<file path="src/rtl/id_ex_stage_pkg.sv">
// ---------------------------------------------------------------------------
// id_ex_stage_pkg
// Shared pipeline definitions used by decode, the register file and the
// ID/EX stage: opcode constants, register-number width, the decoded control
// bundle and small decode/bypass helpers.
// ---------------------------------------------------------------------------
package id_ex_stage_pkg;

  localparam int REG_NUM_W = 5;
  localparam int OPCODE_W  = 6;
  localparam int DATA_W    = 32;

  typedef logic [REG_NUM_W-1:0] reg_num_t;
  typedef logic [OPCODE_W-1:0]  opcode_t;
  typedef logic [DATA_W-1:0]    word_t;

  localparam opcode_t OP_ALU_R = 6'b101000;
  localparam opcode_t OP_ADDI  = 6'b110010;
  localparam opcode_t OP_LOAD  = 6'b111011;

  // Control fields derived from the opcode alone.
  typedef struct packed {
    logic     regwrite;
    logic     memread;
    reg_num_t dest;
  } dec_ctrl_t;

  function automatic dec_ctrl_t decode_ctrl(input opcode_t  op,
                                            input reg_num_t rt,
                                            input reg_num_t rd);
    dec_ctrl_t c;
    c.regwrite = (op == OP_ALU_R) || (op == OP_ADDI) || (op == OP_LOAD);
    c.memread  = (op == OP_LOAD);
    c.dest     = (op == OP_ALU_R) ? rd : rt;
    return c;
  endfunction

  // Operand select: register 0 is hard-wired to zero and beats everything;
  // otherwise a same-cycle write-back to the source register wins over the
  // (stale) register-file read data.
  function automatic word_t select_operand(input reg_num_t src,
                                           input word_t    rdata,
                                           input logic     wb_we,
                                           input reg_num_t wb_num,
                                           input word_t    wb_data);
    word_t v;
    if (src == '0)
      v = '0;
    else if (wb_we && (wb_num == src))
      v = wb_data;
    else
      v = rdata;
    return v;
  endfunction

endpackage

</file>
<file path="src/rtl/id_ex_stage_load_use_detect.sv">
// ---------------------------------------------------------------------------
// load_use_detect
// Combinational load-use hazard detection between the EX slot (a load) and
// the instruction currently in decode.
//   i_ex_valid, i_ex_memread, i_ex_dest_num : EX-slot state
//   i_id_valid, i_id_rs_num, i_id_rt_num    : decode-slot sources
//   i_flush                                  : taken branch/jump in EX
//   o_hazard                                 : raw hazard (before flush)
//   o_stall_if_id                            : hold PC and IF/ID this cycle
// ---------------------------------------------------------------------------
module load_use_detect
  import id_ex_stage_pkg::*;
(
  input  logic     i_ex_valid,
  input  logic     i_ex_memread,
  input  reg_num_t i_ex_dest_num,
  input  logic     i_id_valid,
  input  reg_num_t i_id_rs_num,
  input  reg_num_t i_id_rt_num,
  input  logic     i_flush,
  output logic     o_hazard,
  output logic     o_stall_if_id
);

  logic w_src_match;

  // Both fields are compared regardless of whether the opcode actually reads
  // rt; a spurious one-cycle stall is harmless, a missed one is not.
  assign w_src_match = (i_ex_dest_num == i_id_rs_num) ||
                       (i_ex_dest_num == i_id_rt_num);

  assign o_hazard = i_ex_valid && i_ex_memread && (i_ex_dest_num != '0) &&
                    i_id_valid && w_src_match;

  // A flush kills the decode slot anyway, so there is nothing to hold.
  assign o_stall_if_id = o_hazard && !i_flush;

endmodule

</file>
<file path="src/rtl/id_ex_stage.sv">
// ---------------------------------------------------------------------------
// id_ex_stage
// ID/EX pipeline register with opcode decode, write-back bypass, load-use
// bubble insertion and a saturating count of inserted bubbles.
//
// Flow semantics: this is a valid-only pipeline slot (no ready). id_valid
// qualifies the decode inputs; ex_valid qualifies every ex_* field one cycle
// later. Back-pressure toward fetch is stall_if_id, which is combinational:
// when high, the upstream must hold PC and IF/ID so the same decode inputs are
// presented again next cycle while a bubble enters EX.
//
// Ports:
//   clk, reset                      : clock, synchronous active-high reset
//   id_valid, id_instr              : decode slot
//   id_read_data_1/2, id_jump_ext   : register-file read data, jump target
//   flush                           : kill the decode slot
//   wb_regwrite/wb_reg_num/wb_data  : write-back port (bypass source)
//   ex_*                            : EX-slot registered fields
//   stall_if_id                     : hold PC and IF/ID this cycle
//   stall_count                     : saturating load-use bubble count
// ---------------------------------------------------------------------------
module id_ex_stage
  import id_ex_stage_pkg::*;
#(
  parameter int STALL_CNT_W = 16
) (
  input  logic                   clk,
  input  logic                   reset,
  input  logic                   id_valid,
  input  logic [31:0]            id_instr,
  input  logic [31:0]            id_read_data_1,
  input  logic [31:0]            id_read_data_2,
  input  logic [31:0]            id_jump_ext,
  input  logic                   flush,
  input  logic                   wb_regwrite,
  input  logic [4:0]             wb_reg_num,
  input  logic [31:0]            wb_data,
  output logic                   ex_valid,
  output logic                   ex_regwrite,
  output logic                   ex_memread,
  output logic [5:0]             ex_opcode,
  output logic [4:0]             ex_rs_num,
  output logic [4:0]             ex_rt_num,
  output logic [4:0]             ex_dest_num,
  output logic [31:0]            ex_op_a,
  output logic [31:0]            ex_op_b,
  output logic [31:0]            ex_imm_ext,
  output logic [31:0]            ex_jump_ext,
  output logic                   stall_if_id,
  output logic [STALL_CNT_W-1:0] stall_count
);

  // Instruction field split.
  opcode_t   w_opcode;
  reg_num_t  w_rs;
  reg_num_t  w_rt;
  reg_num_t  w_rd;
  logic [15:0] w_imm;

  assign w_opcode = id_instr[31:26];
  assign w_rs     = id_instr[25:21];
  assign w_rt     = id_instr[20:16];
  assign w_rd     = id_instr[15:11];
  assign w_imm    = id_instr[15:0];

  dec_ctrl_t w_ctrl;
  word_t     w_op_a;
  word_t     w_op_b;
  word_t     w_imm_ext;
  logic      w_hazard;

  assign w_ctrl    = decode_ctrl(w_opcode, w_rt, w_rd);
  assign w_op_a    = select_operand(w_rs, id_read_data_1, wb_regwrite,
                                    wb_reg_num, wb_data);
  assign w_op_b    = select_operand(w_rt, id_read_data_2, wb_regwrite,
                                    wb_reg_num, wb_data);
  assign w_imm_ext = {{16{w_imm[15]}}, w_imm};

  // EX-slot registers.
  logic                   r_ex_valid;
  logic                   r_ex_regwrite;
  logic                   r_ex_memread;
  opcode_t                r_ex_opcode;
  reg_num_t               r_ex_rs_num;
  reg_num_t               r_ex_rt_num;
  reg_num_t               r_ex_dest_num;
  word_t                  r_ex_op_a;
  word_t                  r_ex_op_b;
  word_t                  r_ex_imm_ext;
  word_t                  r_ex_jump_ext;
  logic [STALL_CNT_W-1:0] r_stall_count;

  load_use_detect u_load_use_detect (
    .i_ex_valid    (r_ex_valid),
    .i_ex_memread  (r_ex_memread),
    .i_ex_dest_num (r_ex_dest_num),
    .i_id_valid    (id_valid),
    .i_id_rs_num   (w_rs),
    .i_id_rt_num   (w_rt),
    .i_flush       (flush),
    .o_hazard      (w_hazard),
    .o_stall_if_id (stall_if_id)
  );

  // Priority: reset > flush > hazard > normal load. Flush and hazard bubbles
  // only clear the qualifiers; the data fields simply hold.
  always_ff @(posedge clk) begin
    if (reset) begin
      r_ex_valid    <= 1'b0;
      r_ex_regwrite <= 1'b0;
      r_ex_memread  <= 1'b0;
      r_ex_opcode   <= '0;
      r_ex_rs_num   <= '0;
      r_ex_rt_num   <= '0;
      r_ex_dest_num <= '0;
      r_ex_op_a     <= '0;
      r_ex_op_b     <= '0;
      r_ex_imm_ext  <= '0;
      r_ex_jump_ext <= '0;
      r_stall_count <= '0;
    end else if (flush) begin
      r_ex_valid    <= 1'b0;
      r_ex_regwrite <= 1'b0;
      r_ex_memread  <= 1'b0;
    end else if (w_hazard) begin
      r_ex_valid    <= 1'b0;
      r_ex_regwrite <= 1'b0;
      r_ex_memread  <= 1'b0;
      if (r_stall_count != {STALL_CNT_W{1'b1}})
        r_stall_count <= r_stall_count + 1'b1;
    end else begin
      r_ex_valid    <= id_valid;
      r_ex_regwrite <= id_valid && w_ctrl.regwrite;
      r_ex_memread  <= id_valid && w_ctrl.memread;
      r_ex_opcode   <= w_opcode;
      r_ex_rs_num   <= w_rs;
      r_ex_rt_num   <= w_rt;
      r_ex_dest_num <= w_ctrl.dest;
      r_ex_op_a     <= w_op_a;
      r_ex_op_b     <= w_op_b;
      r_ex_imm_ext  <= w_imm_ext;
      r_ex_jump_ext <= id_jump_ext;
    end
  end

  assign ex_valid    = r_ex_valid;
  assign ex_regwrite = r_ex_regwrite;
  assign ex_memread  = r_ex_memread;
  assign ex_opcode   = r_ex_opcode;
  assign ex_rs_num   = r_ex_rs_num;
  assign ex_rt_num   = r_ex_rt_num;
  assign ex_dest_num = r_ex_dest_num;
  assign ex_op_a     = r_ex_op_a;
  assign ex_op_b     = r_ex_op_b;
  assign ex_imm_ext  = r_ex_imm_ext;
  assign ex_jump_ext = r_ex_jump_ext;
  assign stall_count = r_stall_count;

endmodule
</file>
<file path="config.mk">
export PLATFORM = sky130hd
export DESIGN_NAME = id_ex_stage
export DESIGN_NICKNAME = d
export VERILOG_FILES = /design/src/rtl/id_ex_stage_pkg.sv /design/src/rtl/id_ex_stage_load_use_detect.sv /design/src/rtl/id_ex_stage.sv
export SDC_FILE = /design/constraint.sdc
export NUM_CORES = 1
export LEC_CHECK = 0
export ABC_AREA = 1
export CORE_MARGIN = 3
export CORE_UTILIZATION = 39
export CTS_CLUSTER_DIAMETER = 200
export DETAILED_ROUTE_END_ITERATION = 6
export GPL_ROUTABILITY_DRIVEN = 0
export MAX_ROUTING_LAYER = met4
export PLACE_DENSITY = 0.77
export SYNTH_ARGS = -nofsm -noshare
export SYNTH_HDL_FRONTEND = slang
export SYNTH_SLANG_ARGS = --single-unit
</file>
<file path="constraint.sdc">
create_clock -name clk -period 2.2 [get_ports clk]
set_input_delay 0.66 -clock clk [delete_from_list [all_inputs] [get_ports clk]]
set_output_delay 0.66 -clock clk [all_outputs]
set_load 0.01 [all_outputs]
</file>
Word level (Yosys, flattened, before mapping) --
Cells that the tools add are included.
Storage, ports and cells: RAM bits 0, bits in read-only memories 0, bits in latches 0, register bits 152, memories kept 0
Operators by class: multiply operators 0, equal/unequal tests 8, divide/modulo/power cells 0, mux-type cells 5, order comparisons 0, reductions and logical operators 19, shift-type cells 0, add/sub/neg operators 1, bitwise logic cells 2
Operator list (number):
- 32-bit two-way mux | 4
- 5-bit equality test | 4
- 6-bit equality test, second input constant | 3
- 16-bit by 1-bit adder with 16-bit output, second input constant | 1
- 16-bit != test, second input constant | 1
- 5-bit zero test | 2
- 1-bit logical AND | 9
- 5-bit two-way mux | 1
- 5-bit nonzero test | 1
- 1-bit logical OR | 3
- 3-bit AND reduction | 1
- 3-bit OR reduction | 1
- 1-bit NOT | 2
- 2-bit AND reduction | 1
- 1-bit zero test | 1

Depth between registers and ports, before layout --
Gate-level depths: netlist of run 1.
depth in word-level cells 6, gate-level depth with buffers 13, mapped depth without buffers 11

By module --
A second synthesis of run 1 with hierarchy kept.
Unflattened totals: cell total of the unflattened synthesis 1115, area total of the unflattened synthesis 7480.9 µm²
Modules (own cells, without submodules):
- id_ex_stage | cells an instance 1062, area an instance 7257.0 µm², instances 1, seq. area each 3042.9 µm²
- load_use_detect | cells an instance 53, area an instance 224.0 µm², instances 1, seq. area each 0.0 µm²

Least setup slack after synthesis of run 1 --
Ideal clock, no wire load.
kind input to output, start in id_instr[21], end out stall_if_id, setup slack -0.094 ns, data arrival time 1.634 ns, path buffers 2, stages 10, cells stage by stage inv_1 nand2_1 nand2_1 nor2_1 nand3_1 nand2_2 nand2_2 buf_4 buf_2 nor2_1
Between the ends: longest elaborated chain between the ends 4
RTL lines:
- start: declaration | RTL line id_ex_stage.sv:30 | input logic [31:0] id_instr,
- 5-bit equality test | RTL line id_ex_stage_load_use_detect.sv:29 | assign w_src_match = (i_ex_dest_num == i_id_rs_num) ||
- 1-bit logical OR | RTL line id_ex_stage_load_use_detect.sv:29
- 1-bit logical AND | RTL line id_ex_stage_load_use_detect.sv:33 | i_id_valid && w_src_match;
- 1-bit logical AND | RTL line id_ex_stage_load_use_detect.sv:36 | assign o_stall_if_id = o_hazard && !i_flush;
- end: declaration | RTL line id_ex_stage.sv:49 | output logic stall_if_id,
Every way passes these cells.

Worst setup path after layout of run 1 --
start in id_instr[25], end out stall_if_id
The elaborated chain is that of the path after synthesis.

==> results of run 1 <==
[through the flow]
| step | setup TNS (ns) | cell area (µm²) | total power [mW] | util | std cells |
|---|---|---|---|---|---|
| floorplan | 0 | 8090 | 3.71 | - | 1244 |
| detailed placement | -86.62 | 12000 | 4.62 | 0.592 | 1832 |
| finish | -0.0811 | 12700 | 7.60 | 0.624 | 1865 |
| CTS | -0.118 | 12600 | 7.67 | 0.623 | 1865 |
| global route | -0.136 | 12700 | 7.94 | 0.624 | 1865 |
| global placement | -84.03 | 12000 | 4.60 | 0.592 | 1832 |
[kinds of logic (layout without fill, tap and decap cells)]
logic type | Yosys count | count (layout) | share of synthesized area
AO/OA/AOI/OAI | 155 | 155 | 0.114
XOR/XNOR | 11 | 11 | 0.0119
adder cells (fa/ha/maj) | 1 | 1 | 0.00155
buffers and inverters | 219 | 570 | 0.128
flip-flops | 152 | 152 | 0.377
AND/OR/NAND/NOR | 706 | 706 | 0.368
[routing by layer]
| layer | vias up | wire (µm) | global-route usage |
|---|---|---|---|
| met2 | 393 | 13900 | 0.427 |
| met4 | 0 | 777 | 0.0823 |
| met1 | 4197 | 12300 | 0.321 |
| li1 | 4580 | - | - |
| met5 | - | 0 | - |
| met3 | 52 | 2720 | 0.0651 |
[cells in the mapped netlist (7+ instances only)]
master	instances	share of area
buf_2	13	0.0081
a21oi_1	92	0.057
o21ai_0	9	0.0056
inv_1	114	0.053
nor2_1	139	0.065
buf_4	25	0.023
a21boi_0	14	0.013
dfxtp_1	152	0.38
buf_6	13	0.018
inv_2	9	0.0042
a21boi_1	30	0.028
nand2_1	387	0.18
nand4_1	37	0.029
buf_1	8	0.0037
nor2_2	7	0.0054
nand3_1	111	0.069
nand2_2	13	0.010
clkbuf_1	36	0.017
a21oi_2	10	0.011
xor2_1	8	0.0087
[worst paths after layout]
path,endpoint,cells past startpoint
worst min-delay path,ex_imm_ext[14]$_SDFFE_PP0P_,2
worst min register to register,ex_imm_ext[14]$_SDFFE_PP0P_,2
worst max-delay path,stall_if_id,7
worst max register to register,ex_jump_ext[30]$_SDFFE_PP0P_,10
[repair_timing]
item / 4_1_cts / 5_1_grt
setup endpoints to repair: 142 / 16
buffers inserted: 1 / 0
pin swaps: 8 / 7
resized for setup: 44 / 20
[worst max-delay path, cell delays in order]
cell	delay, ns
clkdlybuf4s15_2	0.25
xnor2_1	0.21
nand3_1	0.12
nand2_2	0.12
nand2_4	0.08
nor2_4	0.08
buf_6	0.10
[cells in the final DEF, fill, tap and decap left out, drive strengths merged]
| cell | count |
|---|---|
| a21boi | 44 |
| a21oi | 102 |
| and2 | 1 |
| buf | 82 |
| bufinv | 1 |
| clkbuf | 20 |
| clkdlybuf4s15 | 2 |
| clkdlybuf4s50 | 324 |
| clkinv | 4 |
| dfxtp | 152 |
| dlygate4sd2 | 2 |
| dlymetal6s2s | 1 |
| ha | 1 |
| inv | 134 |
| nand2 | 400 |
| nand3 | 114 |
| nand3b | 1 |
| nand4 | 37 |
| nor2 | 146 |
| nor3 | 5 |
| nor4 | 2 |
| o21ai | 9 |
| xnor2 | 3 |
| xor2 | 8 |
[cell type report]
type	count	share of cell area
clock buffer	17	0.0336
clock inverter	15	0.0136
inverter	124	0.0370
multi-input combinational	873	0.321
sequential	152	0.242
tap	270	0.0267
timing repair buffer	414	0.326
[registers in the layout, summed over array words and instances (netlist names), 5 cells and up]
name and cells:
ex_jump_ext 32, ex_op_a 32, ex_op_b 32, ex_imm_ext 16
stall_count 16, ex_opcode 6, ex_dest_num 5, ex_rs_num 5
ex_rt_num 5
[report_power, final]
part	leakage (nW)	internal [mW]	switching [mW]
Clock	0.297	1.63	1.40
Combinational	4.05	0.850	0.718
Sequential	1.26	2.91	0.0908
==> flow_summary.json, run 1 <==
{
  "port_buffers": 338,
  "async_flop_share": 0,
  "vias": 9222,
  "tightest_slew_ns": 0.493,
  "synth_fp_nets": 1415,
  "first_pass_iters": 6,
  "drc": 0,
  "hpwlAfterDp_um": 21700,
  "setup_viol": 1,
  "critPathArrivalTime_ns": 1.62,
  "p_leak_nw": 5.60,
  "ys_ff_latch": 152,
  "max_cap_viol_count": 0,
  "min_period_over_period": 1.04,
  "status": "finished with violations",
  "hp-class": "flop to flop",
  "nFillCells": 1833,
  "grt_pass1_wl_um": 45600,
  "slew_headroom": 0.671,
  "final_net_count": 1753,
  "antenna_left": 0,
  "ir_drop_v": 0.000545,
  "endpoint_kind": "output pin",
  "numCtsBuffers": 17,
  "hold_ws_ns": 0.458,
  "grt_max_degree": 83,
  "cts.hold.buffers_added": 0,
  "synth_edf_count": 0,
  "ys.flop_type": "dfxtp_1",
  "syn_inst": 1244,
  "path_clk_slew_ns": 0.06,
  "rsz0062_at_grt": "true",
  "vias_per_cell": 4.94,
  "power.density_nw_per_um2": 601,
  "drtIter0Drc": 583,
  "setup_slack_ns": -0.0811,
  "fin_crit_ns": 2.28,
  "max_freq_mhz": 438,
  "cts_sinks": 152,
  "cts_tree": "built",
  "start_util": 0.398,
  "rows": 52,
  "htree_levels": 4,
  "cp-startpoint": "id_instr[25]",
  "slew_violations": 0,
  "hp-start": "ex_imm_ext[14]$_SDFFE_PP0P_",
  "finalHoldViolations": 0,
  "drive_gt1_frac": 0.113,
  "regToRegSetupSlack_ns": 0.15,
  "start_kind": "primary input",
  "grt.total_usage": 0.262,
  "syn_area_per_cell_um2": 6.49,
  "grt_remaining_overflow": 0,
  "drt-total-wl_um": 29800,
  "critPathKind": "primary input to output pin",
  "cp.required_ns": 1.54,
  "clockBufferDepth": 2,
  "seqCellArea_um2": 3060,
  "clk-insertion-delay-late_ns": 0.44,
  "synth-seq-area-share": 0.377,
  "routedWlPerCell_um": 16.0,
  "finClkSkew_ns": 0.0113,
  "violations": "negative setup slack",
  "synth_area_um2": 8070,
  "yosys.cell_types.count": 28,
  "yosys_warnings": 0,
  "coreArea_um2": 20300,
  "rr_startpoint": "ex_dest_num[1]$_SDFFE_PP0P_",
  "dieArea_um2": 22500,
  "io_pins": 339,
  "die_h_um": 150,
  "critPathMaxFanout": 4,
  "antenna_found_initial": 0,
  "die_w_um": 150,
  "root_buffer": "clkbuf_16",
  "n_antenna_cell": 0,
  "multiInputGateArea_um2": 4070,
  "dp_slack_ns": -0.946,
  "grt_pass1_vias": 8662,
  "area_growth_pct": 56.8
}
(Power assumes the default switching activity.)
==> run 2: changes to the inputs <==
Settings changed: GPL_TIMING_DRIVEN set to 0, PLACE_DENSITY 0.77 to 0.81, SLEW_MARGIN set to 20.
==> run 2 against run 1 <==
The run still ends with negative setup slack left; utilization shrank 0.086 points; sequential share of layout area grew 0.063 points; register-to-register slack is essentially flat; fmax is 2.5% higher; routed wire length grew 7.0%; count of clock-buffer cells in the layout unchanged; clock skew about the same; global-route usage up 1.9 points; worst hold slack is essentially flat; largest cell class is now multi-input combinational cells; sequential power is essentially flat.
==> flow_summary.json, run 2 (synthesized netlist as in run 1, its figures left out) <==
{
  "slew_headroom": 0.548,
  "clk-insertion-delay-late_ns": 0.44,
  "cpMaxStageDelayCell": "dfxtp_2",
  "max_freq_mhz": 449,
  "area_growth_pct": 56.6,
  "routedWlPerCell_um": 16.8,
  "grt_pass1_wl_um": 47800,
  "final_common_cell": "nand2_1",
  "setup_slack_ns": -0.0260,
  "slew_violations": 0,
  "drtIter0Drc": 663,
  "drt-total-wl_um": 31800,
  "power.density_nw_per_um2": 604,
  "critPathMaxFanout": 4,
  "holdPathStages": 2,
  "p_leak_nw": 5.67,
  "setup_viol": 1,
  "cts_tree": "built",
  "critPathKind": "flop to output pin",
  "hp-start": "ex_rs_num[4]$_SDFFE_PP0P_",
  "utilization": 0.623,
  "die_w_um": 150,
  "crit_path_cell_trace": "inv_2 -> nand2_1 -> nand2_1 -> nor2_1 -> nand3_1 -> nand2_2 -> nand2_4 -> nor2_4 -> buf_6",
  "critPathArrivalTime_ns": 1.57,
  "status": "finished with violations",
  "finClkSkew_ns": 0.0116,
  "stdcell_count": 1900,
  "min_period_over_period": 1.01,
  "finalHoldViolations": 0,
  "cts_sinks": 152,
  "final_area_um2": 12600,
  "numCtsBuffers": 17,
  "hp-class": "flop to flop",
  "rsz0062_at_grt": "true",
  "clockBufferDepth": 2,
  "die_h_um": 150,
  "grt_remaining_overflow": 0,
  "nFillCells": 1859,
  "hpwlAfterDp_um": 24600,
  "root_buffer": "clkbuf_16",
  "regToRegSetupSlack_ns": 0.14,
  "reg2reg_depth": 10,
  "htree_levels": 4,
  "path_clk_slew_ns": 0.07,
  "endpoint_kind": "output pin",
  "first_pass_iters": 5,
  "drc": 0,
  "drive_gt1_frac": 0.114,
  "layout_common_cells": "nand2_1, clkdlybuf4s50_1, dfxtp_1",
  "grt.total_usage": 0.282,
  "rows": 52,
  "dpl_cell_area_um2": 11800,
  "antenna_found_initial": 2,
  "max_cap_viol_count": 0,
  "cpMostUsedCell": "nand2_1",
  "worstHoldEndpoint": "ex_rs_num[4]$_SDFFE_PP0P_",
  "start_kind": "flop",
  "critical-path-max-stage-delay_ns": 0.36,
  "io_pins": 339,
  "violations": "negative setup slack",
  "rr_startpoint": "stall_count[0]$_SDFFE_PP0P_",
  "hold_ws_ns": 0.458,
  "grt_max_degree": 17,
  "finalSetupTns_ns": -0.0260,
  "dieArea_um2": 22500,
  "vias_per_cell": 4.95,
  "cp.required_ns": 1.54,
  "r2r-end": "stall_count[11]$_SDFFE_PP0P_",
  "fin_crit_ns": 2.23,
  "grt_pass1_vias": 8894,
  "antenna_left": 0,
  "final_net_count": 1785,
  "cts.hold.buffers_added": 0,
  "tightest_slew_ns": 0.678,
  "place_inst": 1852,
  "ir_drop_v": 0.000535,
  "coreArea_um2": 20300,
  "port_buffers": 338,
  "vias": 9406,
  "start_util": 0.398
}
-- run 2: worst max-delay path by stage --
stage	from	endpoint	slack [ns]
2_1_floorplan	id_instr[16]	stall_if_id	0.002
3_3_place_gp	id_instr[17]	stall_if_id	-1.35
3_5_place_dp	id_instr[17]	stall_if_id	-1.37
4_1_cts	ex_dest_num[0]$_SDFFE_PP0P_	stall_if_id	-0.11
5_1_grt	ex_dest_num[2]$_SDFFE_PP0P_	stall_if_id	-0.13
6_report	ex_dest_num[3]$_SDFFE_PP0P_	stall_if_id	-0.03
-- run 2: cell type report --
cell class                 instances  area (µm²)  area share
inverter                         124         480      0.0380
clock inverter                    15         180      0.0143
sequential                       152        3060       0.242
clock buffer                      17         425      0.0336
tap                              270         338      0.0267
antenna                            3        7.51    0.000594
buffer                            92         558      0.0441
multi-input combinational        873        4090       0.324
timing repair buffer             354        3500       0.277
-- run 2: worst max-delay path: cells and delay by family, from the launching register on --
family                 cells  cell delay (ns)
flip-flops                 1             0.36
buffers and inverters      2             0.16
AND/OR/NAND/NOR            7             0.62
-- run 2: per-layer routing --
metal  vias up  track usage  share of wire
met5         -            -              0
met4         0       0.0915          0.030
met3        56       0.0766          0.091
met2       440        0.462           0.47
met1      4252        0.337           0.41
li1       4658            -              -
-- run 2: power breakdown --
group | switching, mW | leakage (nW) | total [mW] | internal (mW)
Clock | 1.35 | 0.292 | 3.07 | 1.72
Combinational | 0.749 | 4.12 | 1.57 | 0.825
Sequential | 0.0924 | 1.26 | 3.00 | 2.91
Total | 2.19 | 5.67 | 7.64 | 5.45
-- run 2: repair_timing --
| item | CTS | global route |
|---|---|---|
| gates cloned | 0 | 0 |
| pin swaps | 9 | 14 |
| setup endpoints to repair | 151 | 59 |
| gates resized for setup | 91 | 44 |
| setup buffers | 10 | 6 |
-- run 2: metrics by stage --
stage / worst slack (ns) / power [mW]
final: -0.0260 / 7.64
after global routing: -0.128 / 7.93
after CTS: -0.105 / 7.65
after detailed placement: -1.37 / 4.59
after global placement: -1.35 / 4.57
after floorplan: 0.00214 / 3.71
==> run 3: changes to the inputs <==
Settings changed: CTS_CLUSTER_SIZE set to 30.
==> results of run 3 <==
Final layout, timing and power as in run 2 (identical DEF).
